==> config.mk <==
export PLATFORM = sky130hd
export DESIGN_NAME = mem_wb_stage
export DESIGN_NICKNAME = d
export VERILOG_FILES = /design/src/rtl/pipe_pkg.sv /design/src/rtl/pipe_slot.sv /design/src/rtl/mem_wb_stage.sv
export SDC_FILE = /design/constraint.sdc
export NUM_CORES = 1
export LEC_CHECK = 0
export ABC_CLOCK_PERIOD_IN_PS = 3940
export CAP_MARGIN = 10
export CELL_PAD_IN_SITES_DETAIL_PLACEMENT = 1
export CELL_PAD_IN_SITES_GLOBAL_PLACEMENT = 1
export CORE_ASPECT_RATIO = 0.9
export CORE_MARGIN = 2
export CORE_UTILIZATION = 41
export DETAILED_ROUTE_END_ITERATION = 12
export PLACE_DENSITY = 0.83
export SLEW_MARGIN = 25
export SYNTH_ARGS = -nofsm -noshare
export SYNTH_HDL_FRONTEND = slang
export SYNTH_HIERARCHICAL = 1
export SYNTH_SLANG_ARGS = --single-unit
==> constraint.sdc <==
create_clock -name Clk -period 3.94 [get_ports Clk]
set_clock_uncertainty 0.15 [all_clocks]
set_input_delay 0.788 -clock Clk [delete_from_list [all_inputs] [get_ports Clk]]
set_output_delay 0.788 -clock Clk [all_outputs]
set_load 0.05 [all_outputs]
==> src/rtl/pipe_pkg.sv <==
// Shared pipeline definitions: control bit positions, default widths
// and the MEM/WB occupancy state.
package pipe_pkg;

   localparam int unsigned DEF_DATA_W   = 32;
   localparam int unsigned DEF_NUM_DATA = 4;
   localparam int unsigned DEF_CTRL_W   = 4;

   // Control bundle bit positions, decoded downstream by the WB mux.
   localparam int unsigned RW_BIT       = 0;
   localparam int unsigned MEMTOREG_LO  = 1;
   localparam int unsigned MEMTOREG_HI  = 2;
   localparam int unsigned HALFBYTE_BIT = 3;

   typedef enum logic [1:0] {
      EMPTY = 2'd0,
      ONE   = 2'd1,
      TWO   = 2'd2
   } occ_e;

   // Number of entries held in a given occupancy state.
   function automatic logic [1:0] occ_count(input occ_e s);
      return 2'(s);
   endfunction

endpackage

==> src/rtl/pipe_slot.sv <==
// One storage slot of the MEM/WB stage: {ctrl, data} with load enable
// and synchronous clear.
module pipe_slot
   import pipe_pkg::*;
#(
   parameter int unsigned CTRL_W = DEF_CTRL_W,
   parameter int unsigned PAY_W  = DEF_DATA_W * DEF_NUM_DATA
) (
   input  logic              clk_i,
   input  logic              clr_i,
   input  logic              ld_i,
   input  logic [CTRL_W-1:0] ctrl_i,
   input  logic [PAY_W-1:0]  data_i,
   output logic [CTRL_W-1:0] ctrl_o,
   output logic [PAY_W-1:0]  data_o
);

   logic [CTRL_W-1:0] ctrl_q;
   logic [PAY_W-1:0]  data_q;

   // Clear wins over load; otherwise hold contents.
   always_ff @(posedge clk_i) begin
      if (clr_i) begin
         ctrl_q <= '0;
         data_q <= '0;
      end else if (ld_i) begin
         ctrl_q <= ctrl_i;
         data_q <= data_i;
      end
   end

   assign ctrl_o = ctrl_q;
   assign data_o = data_q;

endmodule

==> src/rtl/mem_wb_stage.sv <==
// MEM/WB boundary register: two-entry skid buffer with valid/ready
// flow control, synchronous flush and valid-gated RegWrite.
module mem_wb_stage #(
   parameter int unsigned DATA_W   = pipe_pkg::DEF_DATA_W,
   parameter int unsigned NUM_DATA = pipe_pkg::DEF_NUM_DATA,
   parameter int unsigned CTRL_W   = pipe_pkg::DEF_CTRL_W,
   parameter int unsigned RW_BIT   = pipe_pkg::RW_BIT
) (
   input  logic                       Clk,
   input  logic                       Rst,
   input  logic                       Flush,
   input  logic                       In_Valid,
   output logic                       In_Ready,
   input  logic [CTRL_W-1:0]          In_Ctrl,
   input  logic [NUM_DATA*DATA_W-1:0] In_Data,
   output logic                       Out_Valid,
   input  logic                       Out_Ready,
   output logic [CTRL_W-1:0]          Out_Ctrl,
   output logic [NUM_DATA*DATA_W-1:0] Out_Data,
   output logic                       Out_RegWrite,
   output logic [1:0]                 Occ
);

   import pipe_pkg::*;

   localparam int unsigned PAY_W = NUM_DATA * DATA_W;

   occ_e state_q, state_d;
   logic in_ready_q, in_ready_d;

   logic accept, release_h;
   logic head_ld, skid_ld, head_from_skid;

   logic [CTRL_W-1:0] head_ctrl, skid_ctrl, head_ctrl_in;
   logic [PAY_W-1:0]  head_data, skid_data, head_data_in;

   // In TWO the ready flop is low, so accept cannot fire there.
   assign accept    = In_Valid & in_ready_q;
   assign Out_Valid = (state_q != EMPTY);
   assign release_h = Out_Valid & Out_Ready;

   // Occupancy next state and slot load strobes; flush kills everything.
   always_comb begin
      state_d        = state_q;
      head_ld        = 1'b0;
      skid_ld        = 1'b0;
      head_from_skid = 1'b0;
      unique case (state_q)
         EMPTY: begin
            if (accept) begin
               state_d = ONE;
               head_ld = 1'b1;
            end
         end
         ONE: begin
            if (accept && release_h) begin
               head_ld = 1'b1;
            end else if (accept) begin
               state_d = TWO;
               skid_ld = 1'b1;
            end else if (release_h) begin
               state_d = EMPTY;
            end
         end
         TWO: begin
            if (release_h) begin
               state_d        = ONE;
               head_ld        = 1'b1;
               head_from_skid = 1'b1;
            end
         end
         default: begin
            state_d = EMPTY;
         end
      endcase
      if (Flush) begin
         state_d        = EMPTY;
         head_ld        = 1'b0;
         skid_ld        = 1'b0;
         head_from_skid = 1'b0;
      end
      in_ready_d = (state_d != TWO);
   end

   // Occupancy and ready flops; reset also covers a coincident flush.
   always_ff @(posedge Clk) begin
      if (Rst) begin
         state_q    <= EMPTY;
         in_ready_q <= 1'b1;
      end else begin
         state_q    <= state_d;
         in_ready_q <= in_ready_d;
      end
   end

   // Head refills from the skid when draining TWO, else from the input.
   always_comb begin
      head_ctrl_in = In_Ctrl;
      head_data_in = In_Data;
      if (head_from_skid) begin
         head_ctrl_in = skid_ctrl;
         head_data_in = skid_data;
      end
   end

   pipe_slot #(
      .CTRL_W (CTRL_W),
      .PAY_W  (PAY_W)
   ) u_head (
      .clk_i  (Clk),
      .clr_i  (Rst),
      .ld_i   (head_ld),
      .ctrl_i (head_ctrl_in),
      .data_i (head_data_in),
      .ctrl_o (head_ctrl),
      .data_o (head_data)
   );

   pipe_slot #(
      .CTRL_W (CTRL_W),
      .PAY_W  (PAY_W)
   ) u_skid (
      .clk_i  (Clk),
      .clr_i  (Rst),
      .ld_i   (skid_ld),
      .ctrl_i (In_Ctrl),
      .data_i (In_Data),
      .ctrl_o (skid_ctrl),
      .data_o (skid_data)
   );

   assign In_Ready     = in_ready_q;
   assign Out_Ctrl     = head_ctrl;
   assign Out_Data     = head_data;
   assign Out_RegWrite = Out_Valid & head_ctrl[RW_BIT];
   assign Occ          = occ_count(state_q);

endmodule

[Word-level counts from Yosys, hierarchy flattened]
Index checks and enable logic that the tools add are counted.
Word-level totals
  bits in registers: 267
  latch bits: 0
  memory bits (writable): 0
  ROM bits: 0
  input bits: 137
  output and inout bits: 137
  word-level logic and storage cells: 34
  memories kept: 0
Operators by class
  add/sub/neg operators: 0
  $mul: 0
  divide/modulo/power cells: 0
  order comparisons: 0
  eq/ne operators: 3
  shift operators: 0
  muxes and demuxes: 19
  bitwise operators: 3
  reductions and logical operators: 3
Operators by type and width (number)
  128-bit two-way mux: 1
  2-bit two-way mux: 6
  1-bit two-way mux: 9
  2-bit one-hot mux with 3 select lines: 1
  4-bit two-way mux: 1
  1-bit AND: 3
  1-bit one-hot mux with 3 select lines: 1
  2-bit by 1-bit equality test with 1-bit output, second input constant: 1
  2-bit equality test, second input constant: 1
  2-bit logical NOT: 1
  2-bit != test, second input constant: 1
  2-bit nonzero test: 1
  1-bit logical AND: 1

[Logic depth before layout (Yosys ltp)]
  depth after elaboration: 8
  depth in mapped cells: 8
  depth with buffers taken out: 5

[By module]
Netlist, hierarchy kept.
Modules (own cells, without submodules)
  pipe_slot: instances 2, cells each 426, area each 4699.5 um^2
  mem_wb_stage: instances 1, cells each 168, area each 1771.7 um^2

[Worst setup path before layout]
No wires, ideal clock.
  path type: flip-flop to output port
  from: reg state_q[0], in the netlist Occ[0]
  to: out Out_RegWrite
  arrival time: 1.728 ns
  slack: 1.274 ns
  cell stages (with the launch flop): 4
  buffers on the path: 0
  cells stage by stage: dfxtp_1 -> inv_1 -> nand2_1 -> and2_1
Between the ends
  word-level cells in the longest chain between the ends: 2
RTL lines
  start, declared: RTL line mem_wb_stage.sv:28  | occ_e state_q, state_d;
  start signal, assigned: RTL line mem_wb_stage.sv:91  | state_q <= state_d;
  2-bit nonzero test: RTL line mem_wb_stage.sv:39  | assign Out_Valid = (state_q != EMPTY);
  net Out_Valid: RTL line mem_wb_stage.sv:16  | output logic Out_Valid,
  1-bit AND: RTL line mem_wb_stage.sv:135  | assign Out_RegWrite = Out_Valid & head_ctrl[RW_BIT];
  end, declared: RTL line mem_wb_stage.sv:20  | output logic Out_RegWrite,
The timed path passes the listed nets, and every way through them passes these cells.

[Worst setup path after layout]
  from: reg state_q[0], in the netlist Occ[0]
  to: out Out_RegWrite
Between the ends
  word-level cells in the longest chain between the ends: 2
RTL lines (RTL line)
  2-bit nonzero test: mem_wb_stage.sv:39
  1-bit AND: mem_wb_stage.sv:135
Every way passes these cells.

==> results.md <==
* Sw Ratio at 25.46%
* Layout net count at 1398
* Initial antenna violation count at 4
* CP startpoint kind: flop
* Final number of setup-violating endpoints at 0
* DR vias at 8114
* CP Cell Sequence: inv_1, nand2_1, and2_1, clkdlybuf4s50_1
* Number of remaining DRC errors at 0
* Clock share of power at 41.7%
* Root Driver: clkbuf_16
* Leak at 5.341 nW
* 1st-iter DRT viols at 236
* Area Overhead vs Synth at 33.22%
* # clock sinks at 267
* PortBufs at 273
* TritonCTS Buffers at 29
* Initial core utilization at 41.55%
* Die area at 28580 µm²
* Worst Max-Slew Pin Slew at 0.7466 ns
* Post-Route WL at 30.34 mm
* TritonRoute pass-1 iters at 4
* Final setup TNS at 0 ns
* CTS Buffer Depth at 3
* Pwr/cell area at 426.0 nW/µm²
* Rel. slew slack at 50.23%
* Core Rows at 57
* Vias per cell at 4.951
* Share of the synthesized area in the top cell type at 47.85%
* Max stage delay on crit path at 0.81 ns
* CP arrival at 2.22 ns
* Max Clk Rate at 0.3168 GHz
* Most common cell in the netlist: dfxtp_1
* Peak VDD IR at 0.0002902 V
* Tot GR Track Use at 20.58%
* Fillcell total at 2892
* Unrepaired setup endpoints after global routing: false
* Postcts setup bufs at 0
* Worst hold slack at 0.3397 ns
* Max-cap violations at 0
* Synth Area in Adders at 0%
* Hold/Removal Path Class: reg -> reg
* Net Switching at 1.614 mW
* Max-slew violation count at 0
* Vias in the first global route at 8632
* CTS Hold Bufs at 0
* First-pass GRT wire length at 47.13 mm
* Mux share of post-synthesis cell area at 36.96%
* Area of the multi-input gates at 5259 µm²
* CTS tree: yes
* Layout cells sized above 1 at 8.652%
* Post-CTS sizing at 0
* Largest family of logic cells by synthesized area: multiplexers
* Worst skew pair latency at 0.53 ns
* Status: finished, final reports clean
* Synth top area cells: dfxtp_1 (48%), mux2i_1 (24%), nor2_1 (8.9%)
* Register area at 5345 µm²
* Yosys warnings at 6
* DIE WIDTH at 178.0 µm
* Mapped Nets at 1157
* CP max FO at 7
* Core ar. at 26890 µm²
* Largest net degree at the start of global routing at 107
* Post-Layout Inst Area at 14880 µm²
* Post-synthesis sequential element count at 267
* H-tree levels at 1
* Slowest cell on crit path: clkdlybuf4s50_1
* Worst EP required at 3.00 ns
* Seq/Total Area, Yosys at 47.85%
* Gate power share at 13.7%
* Cell-internal power at 4.725 mW
* Synthesized area at 11170 µm²
* Main flop type after synthesis: dfxtp_1
* Synth Instances at 1020
* Total grt overflow at 0
* Setup crit end kind: primary output
* Critical path type: reg -> out
* Seq pwr share at 44.6%
* Simple-gate share of the synthesized area at 9.789%
* Min Tclk post-route at 3.157 ns
* HPWL after DPL at 19.69 mm
* Netlist cell types at 23
* Routed Antenna Nets at 0
* Number of synthesized flops with an enable pin at 0
* Routability congestion estimate at 0.7531
* Largest area contributor in the netlist: dfxtp_1
* Final Hold Fails at 0
* Syn Area/Cell at 10.95 µm²
* Period Utilization, post-route at 80.12%
* Die height at 160.6 µm
* Io pins at 274
* Placed cell areas at 13950 µm²
* FFs w/ async S/R, synth at 0%
* Synth Area in Compound Gates at 0.2016%
* DR WL/cell at 18.51 µm
* XOR/XNOR share of the synthesized area at 0%
* Top cells by count, synth: dfxtp_1 (267), nor2_1 (265), mux2i_1 (264), mux2_1 (80), mux2_2 (52)
* Worst-path clk slew at 0.06 ns
==> layer usage <==
layer | vias to the layer above | track usage, % | share of wire [%]
met5 | - | 0 | 0.043
met4 | 2 | 4.247 | 2.0
met3 | 40 | 7.315 | 8.5
met2 | 216 | 34.97 | 46
met1 | 3906 | 25.06 | 43
li1 | 3950 | - | -
==> registers in the layout, indices dropped and copies added (netlist names) <==
signal,flops
u_skid/data_o,128
Occ,2
u_head/data_o,128
In_Ready,1
u_skid/ctrl_o,4
u_head/ctrl_o,4
==> worst paths after layout <==
path	from	to	slack, ns	cells past startpoint
max	Occ[0]	Out_RegWrite	0.78	4
min	u_skid/data_o[127]	u_skid/data_o[127]	0.34	2
min reg2reg	u_skid/data_o[127]	u_skid/data_o[127]	0.34	2
max reg2reg	Occ[1]	u_head/data_o[19]	1.56	6
==> cells by family (layout without fill, tap and decap cells) <==
family          count (synthesis)  after routing
flops                         267            267
mux                           396            396
simple gates                  278            278
compound gates                  3              3
other cells                     0              2
buf+inv                        76            339
==> area by class of cell <==
type,count,share of cell area [%]
diodes,2,0.03363
repair buffers,284,19.45
well taps,354,2.976
inverters,2,0.05045
flip-flops and latches,267,35.92
clock buffers,47,5.868
multi-input cells,677,35.34
clock inverters,6,0.3699
==> critical path: cells and delay by family, from the launching register on <==
family	cells	cell delay (ns)
buffers and inverters	2	0.91
DFF	1	0.49
and+or+nand+nor	2	0.28
==> cell usage in the layout (no fill, tap or decap), types with 2 or more instances in the layout <==
master and instances:
mux2_2 52, nor4_1 2, clkdlybuf4s50_1 272, clkbuf_1 10
clkinv_2 5, mux2_1 80, dfxtp_1 267, buf_4 5
clkbuf_16 29, clkbuf_8 9, buf_12 6, nand2_1 3
mux2i_1 264, diode_2 2, nor2_1 264
==> metrics by stage <==
step	total power, mW	setup WS, ns	utilization [%]	std cells
2_1_floorplan	3.405	1.274	-	1020
3_3_place_gp	3.737	0.8306	51.88	1584
3_5_place_dp	3.757	0.7671	51.88	1584
4_1_cts	6.422	0.7381	55.33	1637
5_1_grt	6.582	0.6691	55.34	1638
6_report	6.339	0.7831	55.35	1639
==> power by group through the flow <==
stage	clock network, mW	logic [mW]	registers (mW)
2_1_floorplan	0	0.288	3.12
3_3_place_gp	0	0.857	2.88
3_5_place_dp	0	0.873	2.88
4_1_cts	2.71	0.881	2.83
5_1_grt	2.82	0.925	2.83
6_report	2.64	0.871	2.83
Note: power is estimated with default switching activity, not from simulation.
